===== src/rtl/fetch_unit.sv =====
// fetch_unit: instruction fetch front end. Keeps at most one memory request
// in flight, buffers returned words with their PCs in a two-entry FIFO, and
// handles branch/jump redirects by flushing the buffer and, if a request is
// still in flight, discarding its response when it arrives.
module fetch_unit #(
   parameter int           N        = 32,
   parameter logic [N-1:0] RESET_PC = 32'h0000_0000
) (
   input  logic         clk,
   input  logic         rst,
   output logic         imem_req,
   output logic [N-1:0] imem_addr,
   input  logic         imem_rvalid,
   input  logic [N-1:0] imem_rdata,
   input  logic         redirect_valid,
   input  logic [N-1:0] redirect_pc,
   output logic         instr_valid,
   input  logic         instr_ready,
   output logic [N-1:0] instruction,
   output logic [N-1:0] instr_pc
);

   localparam int DEPTH = 2;

   // ISSUE: nothing in flight; WAIT: one request in flight;
   // DROP: one request in flight whose response must be thrown away
   typedef enum logic [1:0] {
      ISSUE = 2'd0,
      WAIT  = 2'd1,
      DROP  = 2'd2
   } state_t;

   state_t       state_reg, state_next;
   logic [N-1:0] pc_reg, pc_next;
   logic [N-1:0] req_pc_reg, req_pc_next;
   logic [1:0]   count_reg, count_next;
   logic [N-1:0] fifo_pc_reg   [DEPTH];
   logic [N-1:0] fifo_word_reg [DEPTH];

   logic         issue;
   logic         push;
   logic         pop;
   logic [1:0]   count_after_pop;
   logic [N-1:0] redirect_target;

   // Redirect targets are word aligned; the low two bits are simply masked.
   assign redirect_target = redirect_pc & ~N'(3);

   // The decoder never sees a word in the cycle the pipeline is redirecting.
   assign instr_valid     = (count_reg != 2'd0) && !redirect_valid;
   assign pop             = instr_valid && instr_ready;
   assign count_after_pop = count_reg - {1'b0, pop};

   // Outputs come straight from registers so imem_rdata never reaches the decoder
   // combinationally; an empty buffer shows zeros.
   assign instruction = (count_reg != 2'd0) ? fifo_word_reg[0] : '0;
   assign instr_pc    = (count_reg != 2'd0) ? fifo_pc_reg[0]   : '0;

   assign imem_addr = pc_reg;
   // The request is masked while reset is held, when the state machine
   // would otherwise already look ready to issue.
   assign imem_req  = issue && !rst;

   // State, PC and occupancy registers
   always_ff @(posedge clk or posedge rst) begin
      if (rst) begin
         state_reg  <= ISSUE;
         pc_reg     <= RESET_PC;
         req_pc_reg <= '0;
         count_reg  <= 2'd0;
      end else begin
         state_reg  <= state_next;
         pc_reg     <= pc_next;
         req_pc_reg <= req_pc_next;
         count_reg  <= count_next;
      end
   end

   // Next-state, request issue and buffer push decisions
   always_comb begin
      state_next  = state_reg;
      pc_next     = pc_reg;
      req_pc_next = req_pc_reg;
      count_next  = count_reg;
      issue       = 1'b0;
      push        = 1'b0;

      case (state_reg)
         ISSUE: begin
            if (!redirect_valid && count_reg < 2'd2) begin
               issue      = 1'b1;
               state_next = WAIT;
            end
         end
         WAIT: begin
            if (redirect_valid) begin
               // A response arriving with the redirect is stale and is dropped
               // here; otherwise the one still to come is dropped in DROP.
               state_next = imem_rvalid ? ISSUE : DROP;
            end else if (imem_rvalid) begin
               push = 1'b1;
               // Chain the next request only if the buffer will still have
               // room for its response: count + 1 - pop < 2.
               if (count_after_pop == 2'd0) begin
                  issue = 1'b1;
               end else begin
                  state_next = ISSUE;
               end
            end
         end
         DROP: begin
            if (imem_rvalid) begin
               state_next = ISSUE;
            end
         end
         default: begin
            state_next = ISSUE;
         end
      endcase

      if (issue) begin
         req_pc_next = pc_reg;
         pc_next     = pc_reg + N'(4);
      end

      if (redirect_valid) begin
         pc_next    = redirect_target;
         count_next = 2'd0;
      end else begin
         count_next = count_reg - {1'b0, pop} + {1'b0, push};
      end
   end

   // FIFO storage: entry 0 is the head; a pop shifts entry 1 down and a push
   // lands in the first free slot after that shift.
   always_ff @(posedge clk or posedge rst) begin
      if (rst) begin
         for (int i = 0; i < DEPTH; i++) begin
            fifo_pc_reg[i]   <= '0;
            fifo_word_reg[i] <= '0;
         end
      end else begin
         if (pop) begin
            fifo_pc_reg[0]   <= fifo_pc_reg[1];
            fifo_word_reg[0] <= fifo_word_reg[1];
         end
         if (push) begin
            fifo_pc_reg[count_after_pop[0]]   <= req_pc_reg;
            fifo_word_reg[count_after_pop[0]] <= imem_rdata;
         end
      end
   end

   // A request is only chained while a slot stays free, so a push can never
   // meet a full buffer.
   a_no_push_when_full: assert property (@(posedge clk) disable iff (rst)
      !(push && count_reg == 2'd2));

endmodule

===== config.mk =====
export PLATFORM = sky130hd
export DESIGN_NAME = fetch_unit
export DESIGN_NICKNAME = d
export VERILOG_FILES = /design/src/rtl/fetch_unit.sv
export SDC_FILE = /design/constraint.sdc
export NUM_CORES = 1
export LEC_CHECK = 0
export CAP_MARGIN = 20
export CORE_ASPECT_RATIO = 0.9
export CORE_MARGIN = 2
export CORE_UTILIZATION = 30
export DETAILED_ROUTE_END_ITERATION = 8
export GPL_TIMING_DRIVEN = 0
export RECOVER_POWER = 100
export SETUP_SLACK_MARGIN = 0.4
export SYNTH_ARGS = -nofsm -noshare
export SYNTH_HDL_FRONTEND = slang
export SYNTH_SLANG_ARGS = --single-unit

===== constraint.sdc =====
create_clock -name clk -period 12.2 [get_ports clk]
set_input_delay 3.05 -clock clk [delete_from_list [all_inputs] [get_ports clk]]
set_output_delay 3.05 -clock clk [all_outputs]
set_load 0.01 [all_outputs]

After elaboration in Yosys (flattened, before gate mapping)
Index checks and enable logic that the tools add are counted.

$add $sub $neg: 3. Magnitude comparators: 3. Equality and inequality tests: 6. Multiplexer cells: 28. Bitwise operators: 1. Reductions and logical operators: 12.

Operators by type and width (number): 2-to-1 mux 32 bit (7); bitwise mux 64 bit (2); 2-to-1 mux 64 bit (2); adder 32 x 3 -> 32 bit (second input constant) (1); demux 32 bit (select 1 bit) (1); 2-to-1 mux 2 bit (7); 2-to-1 mux 1 bit (7); inequality test 3 bit (second input constant) (2); one-hot mux 2 bit (3 select lines) (1); logical AND 1 bit (5); logical NOT 2 bit (2); inequality test 2 bit (second input constant) (2); AND reduction 4 bit (1); nonzero test 2 bit (2); adder 2 x 1 -> 2 bit (1); equality test 2 x 1 -> 1 bit (second input constant) (1); equality test 2 bit (second input constant) (1); >= comparator 2 bit (second input constant) (1); logical NOT 1 bit (2); less-than comparator 2 x 1 -> 1 bit (second input constant) (1); less-than comparator 2 bit (second input constant) (1); NOT 1 -> 2 bit (1); one-hot mux 1 bit (2 select lines) (1); subtractor 2 x 1 -> 2 bit (1).

Register bits: 196. Input port bits: 69. Output and inout bits: 98. Word-level logic and storage cells: 61.

Longest topological paths before layout
Gate-level depths: netlist (run 1).

Depth after elaboration: 11. Gate-level depth with buffers: 14. Depth with buffers taken out: 10.

Worst setup path before layout (run 1)
No wires, ideal clock.

Path type: input to output. Start: input redirect_valid. End: output imem_req. Data arrival time: 5.204 ns. Slack: 3.946 ns. Cell stages on the path: 12. Cell sequence: buf_6 nor2_1 nand2_1 buf_2 buf_2 inv_1 ha_1 a21boi_0 or2_2 buf_2 buf_2 nor2_1.

Longest elaborated chain between the ends: 10. Elaborated cells between the ends (all ways): 12.

Ends and longest elaborated chain: start: declaration (line 15) `input logic redirect_valid,`; logical NOT 1 bit (line 50) `assign instr_valid = (count_reg != 2'd0) && !redirect_valid;`; logical AND 1 bit (line 50); via instr_valid (line 17) `output logic instr_valid,`; logical AND 1 bit (line 51) `assign pop = instr_valid && instr_ready;`; subtractor 2 x 1 -> 2 bit (line 52) `assign count_after_pop = count_reg - {1'b0, pop};`; logical NOT 2 bit (line 104) `if (count_after_pop == 2'd0) begin`; 2-to-1 mux 1 bit (line 104); 2-to-1 mux 1 bit (line 100) `end else if (imem_rvalid) begin`; 2-to-1 mux 1 bit (line 96) `if (redirect_valid) begin`; one-hot mux 1 bit (2 select lines) (line 88) `case (state_reg)`; logical AND 1 bit (line 62) `assign imem_req = issue && !rst;`; end: declaration (line 11) `output logic imem_req,`.

The timed path passes the listed nets, and every way through them passes these cells.

Worst setup path after layout (run 1)
Start: input redirect_valid. End: output imem_req.

Longest elaborated chain between the ends: 10. Elaborated cells between the ends (all ways): 12.

Ends and longest elaborated chain (line): logical NOT 1 bit (50, 90); logical AND 1 bit (50); logical AND 1 bit (51); subtractor 2 x 1 -> 2 bit (52); logical NOT 2 bit (104); 2-to-1 mux 1 bit (104); 2-to-1 mux 1 bit (100); 2-to-1 mux 1 bit (96); one-hot mux 1 bit (2 select lines) * (88); logical AND 1 bit * (62).

Mark *: on every way between the ends. The rest lies on a longest branch, timed or not.

==> impl_metrics.yaml, run 1 <==
floorplan:
  die_y_um: 166
  die_area_um2: 30400
  rows: 59
  io_pins: 167
  die_x_um: 184
  core_um2: 28700
  initial_core_util_pct: 30.4
global_route:
  grt_pass1_wl_um: 37300
  grt_pass1_vias: 6646
  grt_usage_pct: 15.7
  gr-total-overflow: 0
  antenna_found_initial: 0
  grt_max_degree: 108
worst_setup_path:
  endpoint: "imem_req"
  r2r_slack_ns: 7.68
  worstReg2RegStart: "count_reg[1]"
  cp_common_cell: "clkbuf_1"
  r2r_cells: 12
  critPathKind: "in2out"
  cp.required_ns: 9.15
  crit_arrival_ns: 7.29
  r2r-end: "imem_addr[20]"
  startpoint_type: "input pin"
  cp_max_fo: 10
  crit_chain: "clkbuf_1, nor2_1, nand2_1, clkbuf_1, clkbuf_1, inv_1, ha_1, a21boi_0, or2_2, buf_2, clkbuf_1, nor2_1, clkdlybuf4s50_1"
  end_kind: "output port"
  slowest_stage: "clkbuf_1"
  critical_path.max_stage_delay_ns: 0.69
  critPathLaunch: "redirect_valid"
power:
  ir_worst_vdd_v: 0.000108
  comb_power_share_pct: 25.0
  swShare_pct: 30.0
  clkPwrFrac_pct: 27.5
  seqPwrFrac_pct: 47.5
  p_int_mw: 1.49
  p_leak_nw: 5.50
  p_per_area_nw_per_um2: 187
  p_sw_mw: 0.640
sta:
  relSlewSlack_pct: -224
  fin_setup_tns_ns: 0
  min_period_ns: 10.34
  whs_ns: 0.504
  worst_pin_slew_ns: 4.84
  setup_viol: 0
  fmax_mhz: 96.7
  finalCritPeriodShare_pct: 84.8
  rsz0062_at_grt: "no"
  clock_skew_ns: 0.00803
  slew_viol_final: 107
  hold_viol_final: 0
flow_run:
  cap_violations: 1
clock_tree:
  cts-root-buf: "clkbuf_16"
  cts_num_sinks: 190
  postCtsSetupBuffers: 0
  cts_buffer_depth: 2
  cts_htree_levels: 4
  clkSlewWorstSetupHoldPaths_ns: 0.07
  clk_latency_ns: 0.44
  cts_buffers: 17
  cts_resized: 0
  cts_tree: "yes"
  hold_buffers: 0
route:
  wl_per_cell_um: 16.9
  drc_errors: 0
  vias: 6667
  dr.pass1.iters: 4
  drt_wl_total_um: 23600
  vias_per_cell: 4.78
  ant_nets: 0
  drt_first_iter_violations: 439
layout:
  multi_input_area_um2: 3680
  area_delta_synth_final_pct: 30.7
  fill_cells: 2849
  layout_commonest_cell: "dfrtp_1"
  largest_reg_flops: 64
  final_cell_mix: "dfrtp_1 (190), nand2_1 (123), dlygate4sd3_1 (96)"
  regArea_um2: 4750
  nets: 1091
  drive_above_1_share_pct: 10.3
  antennaDiodeCount: 0
hold_path:
  whs_path_depth: 2
  min_path_type: "reg2reg"
placement:
  numPortBuffers: 161
  gp_congestion: 0.854
  dp_hpwl_um: 16700
synth:
  yosysWarnings: 0
  synth_area_per_cell_um2: 10.4
  yosys_most_used_dff: "dfrtp_1"
  synthArstFlopShare_pct: 100
  synth_edf_count: 0
  yosysSeqAreaShare_pct: 54.5
  yosysUniqueCellTypes: 44
  syn_inst: 836
  ys_ff_latch: 190
  synth_area_um2: 8720
outcome:
  violations: "capacitance limit, slew limit"
  outcome: "finished, violations left"
[logic make-up after synthesis]
logic type      count (synthesis)  synth area share (%)
buf+inv                        62                  3.06
other cells                     1                0.0430
xor+xnor                       15                  1.51
mux                           126                  15.4
simple gates                  328                  17.8
flops                         190                  54.5
fa+ha+maj                       4                 0.574
compound gates                110                  7.12
[worst min path at each step]
stage / from / to
after floorplan: req_pc_reg[26] / req_pc_reg[26]
after global placement: fifo_word_reg[8] / fifo_word_reg[8]
after detailed placement: req_pc_reg[21] / req_pc_reg[21]
after CTS: req_pc_reg[21] / req_pc_reg[21]
after global routing: fifo_word_reg[14] / fifo_word_reg[14]
final: req_pc_reg[21] / req_pc_reg[21]
[cells in the mapped netlist (2+ instances only)]
cell type,count,area [µm²]
dfrtp_1,190,4750
nand2_1,123,462
nor2_1,78,293
nor2b_1,70,438
a21oi_1,66,330
mux2_2,63,709
mux2i_1,63,631
clkbuf_1,36,135
o21ai_0,20,100
nand4_1,16,100
buf_2,12,60.1
nand3_1,12,60.1
xor2_1,12,105
inv_1,10,37.5
nor3_1,9,45.0
o311ai_0,7,61.3
ha_1,4,50.1
nand3b_1,4,30.0
and3_1,3,18.8
buf_4,3,22.5
nand2b_1,3,18.8
o21ai_1,3,15.0
xnor2_1,3,26.3
a211o_1,2,17.5
a22oi_1,2,15.0
and2_1,2,12.5
o211ai_1,2,15.0
o221ai_1,2,17.5
[worst max-delay path, delay by kind of cell]
| kind | cells | cell delay [ns] |
|---|---|---|
| buf+inv | 7 | 2.84 |
| compound gates | 1 | 0.50 |
| fa+ha+maj | 1 | 0.34 |
| simple gates | 4 | 0.55 |
[area by class of cell]
type | count | share of cell area, %
Clock buffer | 17 | 3.74
Clock inverter | 13 | 1.56
Inverter | 10 | 0.341
Sequential cell | 190 | 41.7
Timing Repair Buffer | 162 | 14.4
Multi-Input combinational cell | 585 | 32.4
Buffer | 52 | 1.86
Tap cell | 366 | 4.02
[per-layer routing]
layer | global-route usage (%) | part of all wire (%) | up-vias
met2 | 23.2 | 43 | 228
met3 | 3.30 | 6.1 | 20
met4 | 4.00 | 0.91 | 0
li1 | - | - | 3214
met5 | 0 | 0 | -
met1 | 23.4 | 50 | 3205
[power by group through the flow]
stage	clock (mW)	sequential [mW]	combinational, mW
after CTS	0.600	1.02	0.563
after global placement	0	1.02	0.546
final	0.586	1.01	0.533
after global routing	0.624	1.05	0.594
after floorplan	0	0.980	0.370
after detailed placement	0	1.03	0.561
[per-stage QoR]
| step | area [µm²] | total power, mW | cells | util, % | worst slack (ns) |
|---|---|---|---|---|---|
| after floorplan | 8720 | 1.35 | 837 | - | 3.95 |
| after global placement | 10800 | 1.57 | 1364 | 37.6 | 1.23 |
| after detailed placement | 10800 | 1.59 | 1365 | 37.7 | 2.66 |
| after CTS | 11400 | 2.18 | 1395 | 39.8 | 2.62 |
| after global routing | 11400 | 2.27 | 1395 | 39.7 | 1.56 |
| final | 11400 | 2.13 | 1395 | 39.7 | 1.86 |
Note: power is estimated with default switching activity, not from simulation.
==> run 2, diff against run 1 <==
- clock period: 12.2 -> 8.3 ns (I/O delays scaled with it)
==> run 2 against run 1 <==
The run still ends with capacitance limit, slew limit left. Worst setup slack got worse by 1.3 ns. Cell area barely moved. Largest power group unchanged. Via count rose by 0.19%. Critical path depth did not move. Combinational power rose by 47%. Global-route usage did not move. Flip-flop and latch count did not move. Clock power rose by 47%.
==> impl_metrics.yaml, run 2 (synthesis results as in run 1) <==
route:
  ant_nets: 0
  drc_errors: 0
  vias: 6680
  vias_per_cell: 4.79
  drt_wl_total_um: 23600
  dr.pass1.iters: 4
  drt_first_iter_violations: 439
  wl_per_cell_um: 16.9
sta:
  hold_viol_final: 0
  setup_viol: 0
  rsz0062_at_grt: "no"
  slew_viol_final: 107
  min_period_ns: 7.78
  worst_pin_slew_ns: 4.14
  fmax_mhz: 128
  finalCritPeriodShare_pct: 93.8
  clock_skew_ns: 0.00812
  relSlewSlack_pct: -176
floorplan:
  die_y_um: 166
  io_pins: 167
  initial_core_util_pct: 30.4
  die_area_um2: 30400
  core_um2: 28700
  rows: 59
  die_x_um: 184
power:
  total_power_mw: 3.14
  p_per_area_nw_per_um2: 275
  p_leak_nw: 5.51
  ir_worst_vdd_v: 0.000159
layout:
  drive_above_1_share_pct: 10.4
  layout_commonest_cell: "dfrtp_1"
  stdcell_area_um2: 11400
  final_cell_mix: "dfrtp_1 (190), nand2_1 (123), dlygate4sd3_1 (96)"
  largest_reg_flops: 64
  antennaDiodeCount: 0
  fill_cells: 2847
  regArea_um2: 4750
  postLayoutCoreUtil_pct: 39.7
  multi_input_area_um2: 3680
  area_delta_synth_final_pct: 30.7
  nets: 1091
flow_run:
  cap_violations: 1
worst_setup_path:
  cp.required_ns: 6.23
  r2r-end: "imem_addr[20]"
  r2r_cells: 12
  critical_path.max_stage_delay_ns: 0.50
  slowest_stage: "a21boi_0"
  r2r_slack_ns: 4.39
  worstReg2RegStart: "count_reg[1]"
  startpoint_type: "input pin"
  critPathLaunch: "redirect_valid"
  crit_arrival_ns: 5.71
  cp_common_cell: "buf_2"
  crit_chain: "clkbuf_1, nor2_1, nand2_1, buf_2, buf_2, inv_1, ha_1, a21boi_0, or2_2, buf_2, clkbuf_1, nor2_1, clkdlybuf4s50_1"
  critPathKind: "in2out"
  end_kind: "output port"
  cp_max_fo: 10
  endpoint: "imem_req"
hold_path:
  hp-start: "req_pc_reg[21]"
  whs_path_depth: 2
  min_path_type: "reg2reg"
clock_tree:
  postCtsSetupBuffers: 0
  cts_buffer_depth: 2
  cts_resized: 0
  clkSlewWorstSetupHoldPaths_ns: 0.07
  cts-root-buf: "clkbuf_16"
  cts_htree_levels: 4
  cts_num_sinks: 190
  clk_latency_ns: 0.44
  cts_buffers: 17
  hold_buffers: 0
  cts_tree: "yes"
placement:
  place_area_um2: 10800
  dp_hpwl_um: 16700
  gp_congestion: 0.854
  numPortBuffers: 161
global_route:
  grt_usage_pct: 15.7
  grt_pass1_vias: 6646
  grt_max_degree: 108
  grt_pass1_wl_um: 37300
  antenna_found_initial: 0
  gr-total-overflow: 0
outcome:
  violations: "capacitance limit, slew limit"
  outcome: "finished, violations left"
## run 2: metrics by stage
step	setup WS [ns]	cells	hold slack (ns)	TNS [ns]
6_report	0.517	1395	0.504	0
5_1_grt	0.267	1395	0.521	0
2_1_floorplan	1.05	837	0.463	0
4_1_cts	0.675	1395	0.507	0
3_3_place_gp	-1.70	1364	0.488	-319.16
3_5_place_dp	0.706	1365	0.488	0
## run 2: worst min-delay path by stage
stage	to	slack, ns
global route	fifo_word_reg[14]	0.52
finish	req_pc_reg[21]	0.50
CTS	req_pc_reg[21]	0.51
detailed placement	req_pc_reg[21]	0.49
global placement	fifo_word_reg[8]	0.49
floorplan	req_pc_reg[26]	0.46
## run 2: power breakdown
group | internal, mW | switching [mW] | leakage, nW | total (mW)
combinational | 0.442 | 0.341 | 2.86 | 0.783
sequential | 1.28 | 0.216 | 2.37 | 1.49
clock | 0.479 | 0.383 | 0.283 | 0.862
## run 2: critical path, delay by kind of cell
| family | cells | cell delay (ns) |
|---|---|---|
| buf+inv | 7 | 2.26 |
| fa+ha+maj | 1 | 0.31 |
| simple gates | 4 | 0.55 |
| compound gates | 1 | 0.50 |
## run 2: area by class of cell
class	instances	share of cell area [%]
clock inverter	13	1.56
multi-input combinational	585	32.3
clock buffer	17	3.73
buffer	52	1.88
inverter	10	0.330
timing repair buffer	162	14.4
sequential	190	41.7
tap	366	4.02
## run 2: routing by layer
layer  track usage [%]  up-vias  wire (µm)
met3              3.30       20       1410
met4              4.00        0        215
li1                  -     3213          -
met5                 0        -          0
met2              23.2      224      10100
met1              23.4     3223      11800
